--- config.mk ---
export PLATFORM = sky130hd
export DESIGN_NAME = full_adder
export DESIGN_NICKNAME = d
export VERILOG_FILES = /design/src/rtl/full_adder.sv
export SDC_FILE = /design/constraint.sdc
export NUM_CORES = 1
export LEC_CHECK = 0
export ABC_AREA = 0
export BUFFER_PORTS_ARGS = -buffer_cell sky130_fd_sc_hd__buf_4
export CAP_MARGIN = 40
export CORE_AREA = 5 5 42 44
export DETAILED_ROUTE_END_ITERATION = 12
export DIE_AREA = 0 0 47 49
export SYNTH_ARGS = -nofsm -noshare
export SYNTH_HDL_FRONTEND = slang
export SYNTH_SLANG_ARGS = --single-unit
--- constraint.sdc ---
create_clock -name clk -period 2.7 [get_ports clk]
set_clock_uncertainty 0.15 [all_clocks]
set_input_delay 0.54 -clock clk [delete_from_list [all_inputs] [get_ports clk]]
set_output_delay 0.54 -clock clk [all_outputs]
set_load 0.1 [all_outputs]
--- src/rtl/full_adder.sv ---
`default_nettype none
// ============================================================================
// full_adder : WIDTH-bit ripple-carry adder, combinational and registered outputs
// Revision   : 1.0
// ============================================================================
module full_adder #(
   parameter int WIDTH = 1
) (
   input  logic             clk,
   input  logic             rst,
   input  logic [WIDTH-1:0] a,
   input  logic [WIDTH-1:0] b,
   input  logic             cin,
   input  logic             in_valid,
   output logic [WIDTH-1:0] sum,
   output logic             cout,
   output logic [WIDTH-1:0] sum_q,
   output logic             cout_q,
   output logic             out_valid
);

   logic [WIDTH:0] carry;

   assign carry[0] = cin;

   // One full-adder cell per bit; carry ripples LSB to MSB.
   generate
      for (genvar i = 0; i < WIDTH; i++) begin : g_bit
         assign sum[i]       = a[i] ^ b[i] ^ carry[i];
         assign carry[i+1]   = (a[i] & b[i]) | (carry[i] & (a[i] ^ b[i]));
      end
   endgenerate

   assign cout = carry[WIDTH];

   always_ff @(posedge clk) begin
      if (rst) begin
         sum_q     <= '0;
         cout_q    <= 1'b0;
         out_valid <= 1'b0;
      end else if (in_valid) begin
         sum_q     <= sum;
         cout_q    <= cout;
         out_valid <= 1'b1;
      end else begin
         out_valid <= 1'b0;
      end
   end

endmodule
`default_nettype wire

==> results_tabular.tex <==
\begin{tabular}{lr}
\hline
Metric & Value \\
\hline
\multicolumn{2}{l}{\textbf{Die}} \\
Vertical extent of the die & 49 um \\
Effective utilization at floorplan & 8.12\% \\
Die area & 2300 sq um \\
Top-level port count & 11 \\
Core footprint & 1400 sq um \\
X dimension of the die & 47 um \\
Placement row count & 14 \\
\multicolumn{2}{l}{\textbf{Detailed routing}} \\
Antenna violation net count after detailed routing & 0 \\
DR vias/cell & 2.95 \\
Final WL & 318 um \\
First-iteration detailed-routing DRC count & 3 \\
Final routed DRC violation total & 0 \\
Number of vias after detailed routing & 115 \\
1st-pass router iterations & 4 \\
Average detailed-routed wire length per instance & 8.15 um \\
\multicolumn{2}{l}{\textbf{Placement}} \\
Final weighted congestion in routability-driven placement & 0.650 \\
Number of port buffers & 10 \\
\multicolumn{2}{l}{\textbf{CTS}} \\
Number of levels the H-tree was split into & 1 \\
CTS clock-pin slew for the worst setup and hold paths & 0.04 ns \\
CTS sink count & 3 \\
Number of gates resized after cts & 0 \\
Clock tree from TritonCTS & done \\
Clock root buffer & clkbuf\_4 \\
Setup repair bufs after CTS & 0 \\
Post-CTS Hold Buffers & 0 \\
Inserted Clock Buffers & 3 \\
Clk Latency, worst-skew pair & 0.23 ns \\
Largest buffer count on any clock path & 2 \\
\multicolumn{2}{l}{\textbf{Timing}} \\
Max frequency & 448 MHz \\
Final hold slack & 0.334 ns \\
Post-route fraction of the period consumed by the critical path & 82.7\% \\
Final count of pins violating max slew & 0 \\
Hold violation total from the final report & 0 \\
Min cycle time layout & 2.23 ns \\
Final setup TNS & 0 ns \\
Slew at the pin with the worst max-slew slack & 0.280 ns \\
Final setup vio count & 0 \\
Worst rel slew slack & 81.5\% \\
RSZ-0062 raised after global routing & false \\
\multicolumn{2}{l}{\textbf{Min path}} \\
Worst hold path startpoint & rst \\
Hold path depth & 2 \\
Class of the worst hold path & input port to flop \\
Hold path endpoint & cout\_q \\
\multicolumn{2}{l}{\textbf{Run}} \\
Total of max-cap violations & 0 \\
\multicolumn{2}{l}{\textbf{Synthesis}} \\
Average footprint of a synthesized cell & 12.7 sq um \\
Sequential area share after synthesis & 52.7\% \\
Syn\_nets & 16 \\
Main combinational cell family by area after synthesis & adder cells \\
Number of synthesis warnings & 0 \\
Number of synthesized register bits & 3 \\
Area fraction in compound gates after synthesis & 0\% \\
Area fraction in and, or, nand and nor cells after synthesis & 12.1\% \\
Post-synthesis share of cell area spent on full adders, half adders and majority gates & 17.6\% \\
Area share of xor/xnor cells in the synthesized design & 0\% \\
Distinct cell type count of the synthesized netlist & 5 \\
Post-Syn Area & 114 sq um \\
Multiplexer share of the synthesized area & 17.6\% \\
Number of instances in the synthesized netlist & 9 \\
\multicolumn{2}{l}{\textbf{Power and ir drop}} \\
Sw Share & 40.8\% \\
Power density normalized to cell area & 868 nW/um\^{}2 \\
Maximum ir drop on the vdd rail & 157 uV \\
Static leakage & 0.114 nW \\
Sw Pwr & 0.0000833 W \\
Clock Power Share & 38.5\% \\
Proportion of power drawn by flip-flops and latches & 24.2\% \\
Internal cell power & 0.000121 W \\
Part of the power in combinational logic & 37.3\% \\
\multicolumn{2}{l}{\textbf{Setup path}} \\
CP startpoint kind & input port \\
Cell-by-cell listing of the critical path & buf\_4 > fa\_1 > buf\_4 \\
Largest driver fanout on the critical path & 2 \\
Worst endpoint required time & 2.01 ns \\
Element type at the critical path end & output pin \\
Worst endpoint data arrival time & 1.54 ns \\
Critical path's slowest cell & fa\_1 \\
Startpoint of the worst register-to-register path & cout\_q \\
Worst flop-to-flop path endpoint & cout\_q \\
Type of the worst setup path & input port to output pin \\
Most frequent CP cell & buf\_4 \\
Worst stage delay on the critical path & 0.58 ns \\
Worst Reg-to-Reg Cells & 2 \\
R2R Setup Slk & 1.96 ns \\
\multicolumn{2}{l}{\textbf{Final layout}} \\
Leading cell types in the layout, fill and taps excluded & buf\_4 (10), clkbuf\_4 (3), dfxtp\_1 (3), mux2i\_1 (2), nor2\_1 (2) \\
Post-layout net count & 31 \\
Commonest non-fill, non-tap cell in the layout & buf\_4 \\
Share of layout cells above drive strength 1 & 56.5\% \\
Final Core Density & 16.8\% \\
Ant diodes & 0 \\
Area growth, synth to finish & 107\% \\
\multicolumn{2}{l}{\textbf{Global routing}} \\
Total overflow reported by the global router & 0 \\
Global-route wire length before repair & 524 um \\
Number of antenna violations at the first check in global routing & 0 \\
Total routing usage reported by global routing & 4.08\% \\
Maximum number of pins on one net before global-route repair & 4 \\
Vias in the first global route & 114 \\
\multicolumn{2}{l}{\textbf{Outcome}} \\
Outcome & complete, no violations \\
\hline
\end{tabular}
## power by group through the flow
stage          clock network, W  logic [W]  registers (W)
6_report              0.0000785  0.0000762      0.0000494
5_1_grt               0.0000880  0.0000789      0.0000498
4_1_cts               0.0000831  0.0000762      0.0000494
3_5_place_dp                  0  0.0000761      0.0000501
3_3_place_gp                  0  0.0000758      0.0000500
2_1_floorplan                 0  0.0000355      0.0000731
## registers in the layout (all words and copies together), names as in the netlist
name / flops
cout_q: 1
out_valid: 1
sum_q: 1
## synth_stat cells (all sizes together)
cell	instances	share of area, %
fa	1	18
nor2b	1	5.5
mux2i	2	18
nor2	2	6.6
dfxtp	3	53
## final cells by class
| class | count | area (sq um) |
|---|---|---|
| fill | 162 | 1170 |
| timing repair buffer | 10 | 75.1 |
| sequential | 3 | 60.1 |
| multi-input combinational | 6 | 53.8 |
| clock buffer | 4 | 26.3 |
| tap | 16 | 20.0 |
## per-stage QoR
stage	instance area (sq um)	power, W	worst slack, ns	instances
final	235	0.000204	0.467	39
after global routing	235	0.000217	0.456	39
after CTS	235	0.000209	0.478	39
after detailed placement	209	0.000126	0.478	35
after global placement	209	0.000126	0.477	35
after floorplan	114	0.000109	0.280	9
## routing by layer
metal | wire, um | track usage [%] | vias to the layer above
met2 | 60 | 2.04 | 11
li1 | - | - | 61
met4 | 0 | 4.15 | 0
met1 | 175 | 5.27 | 43
met5 | 0 | 0 | -
met3 | 82 | 5.90 | 0
## how the worst max path moves through the flow
stage               depth (start not counted)  startpoint  slack [ns]  end
CTS                                         3           a        0.48  sum
global route                                3           a        0.46  sum
floorplan                                   1           a        0.28  sum
finish                                      3           a        0.47  sum
global placement                            3           a        0.48  sum
detailed placement                          3           a        0.48  sum
## critical path: cells and delay by family
family	cells	cell delay, ns
adder cells (fa/ha/maj)	1	0.58
buffers and inverters	2	0.42
## kinds of logic after synthesis
family                     after synthesis
muxes                                    2
DFF                                      3
adders and majority gates                1
and+or+nand+nor                          3
No activity file was read; power rests on OpenSTA's default activity.
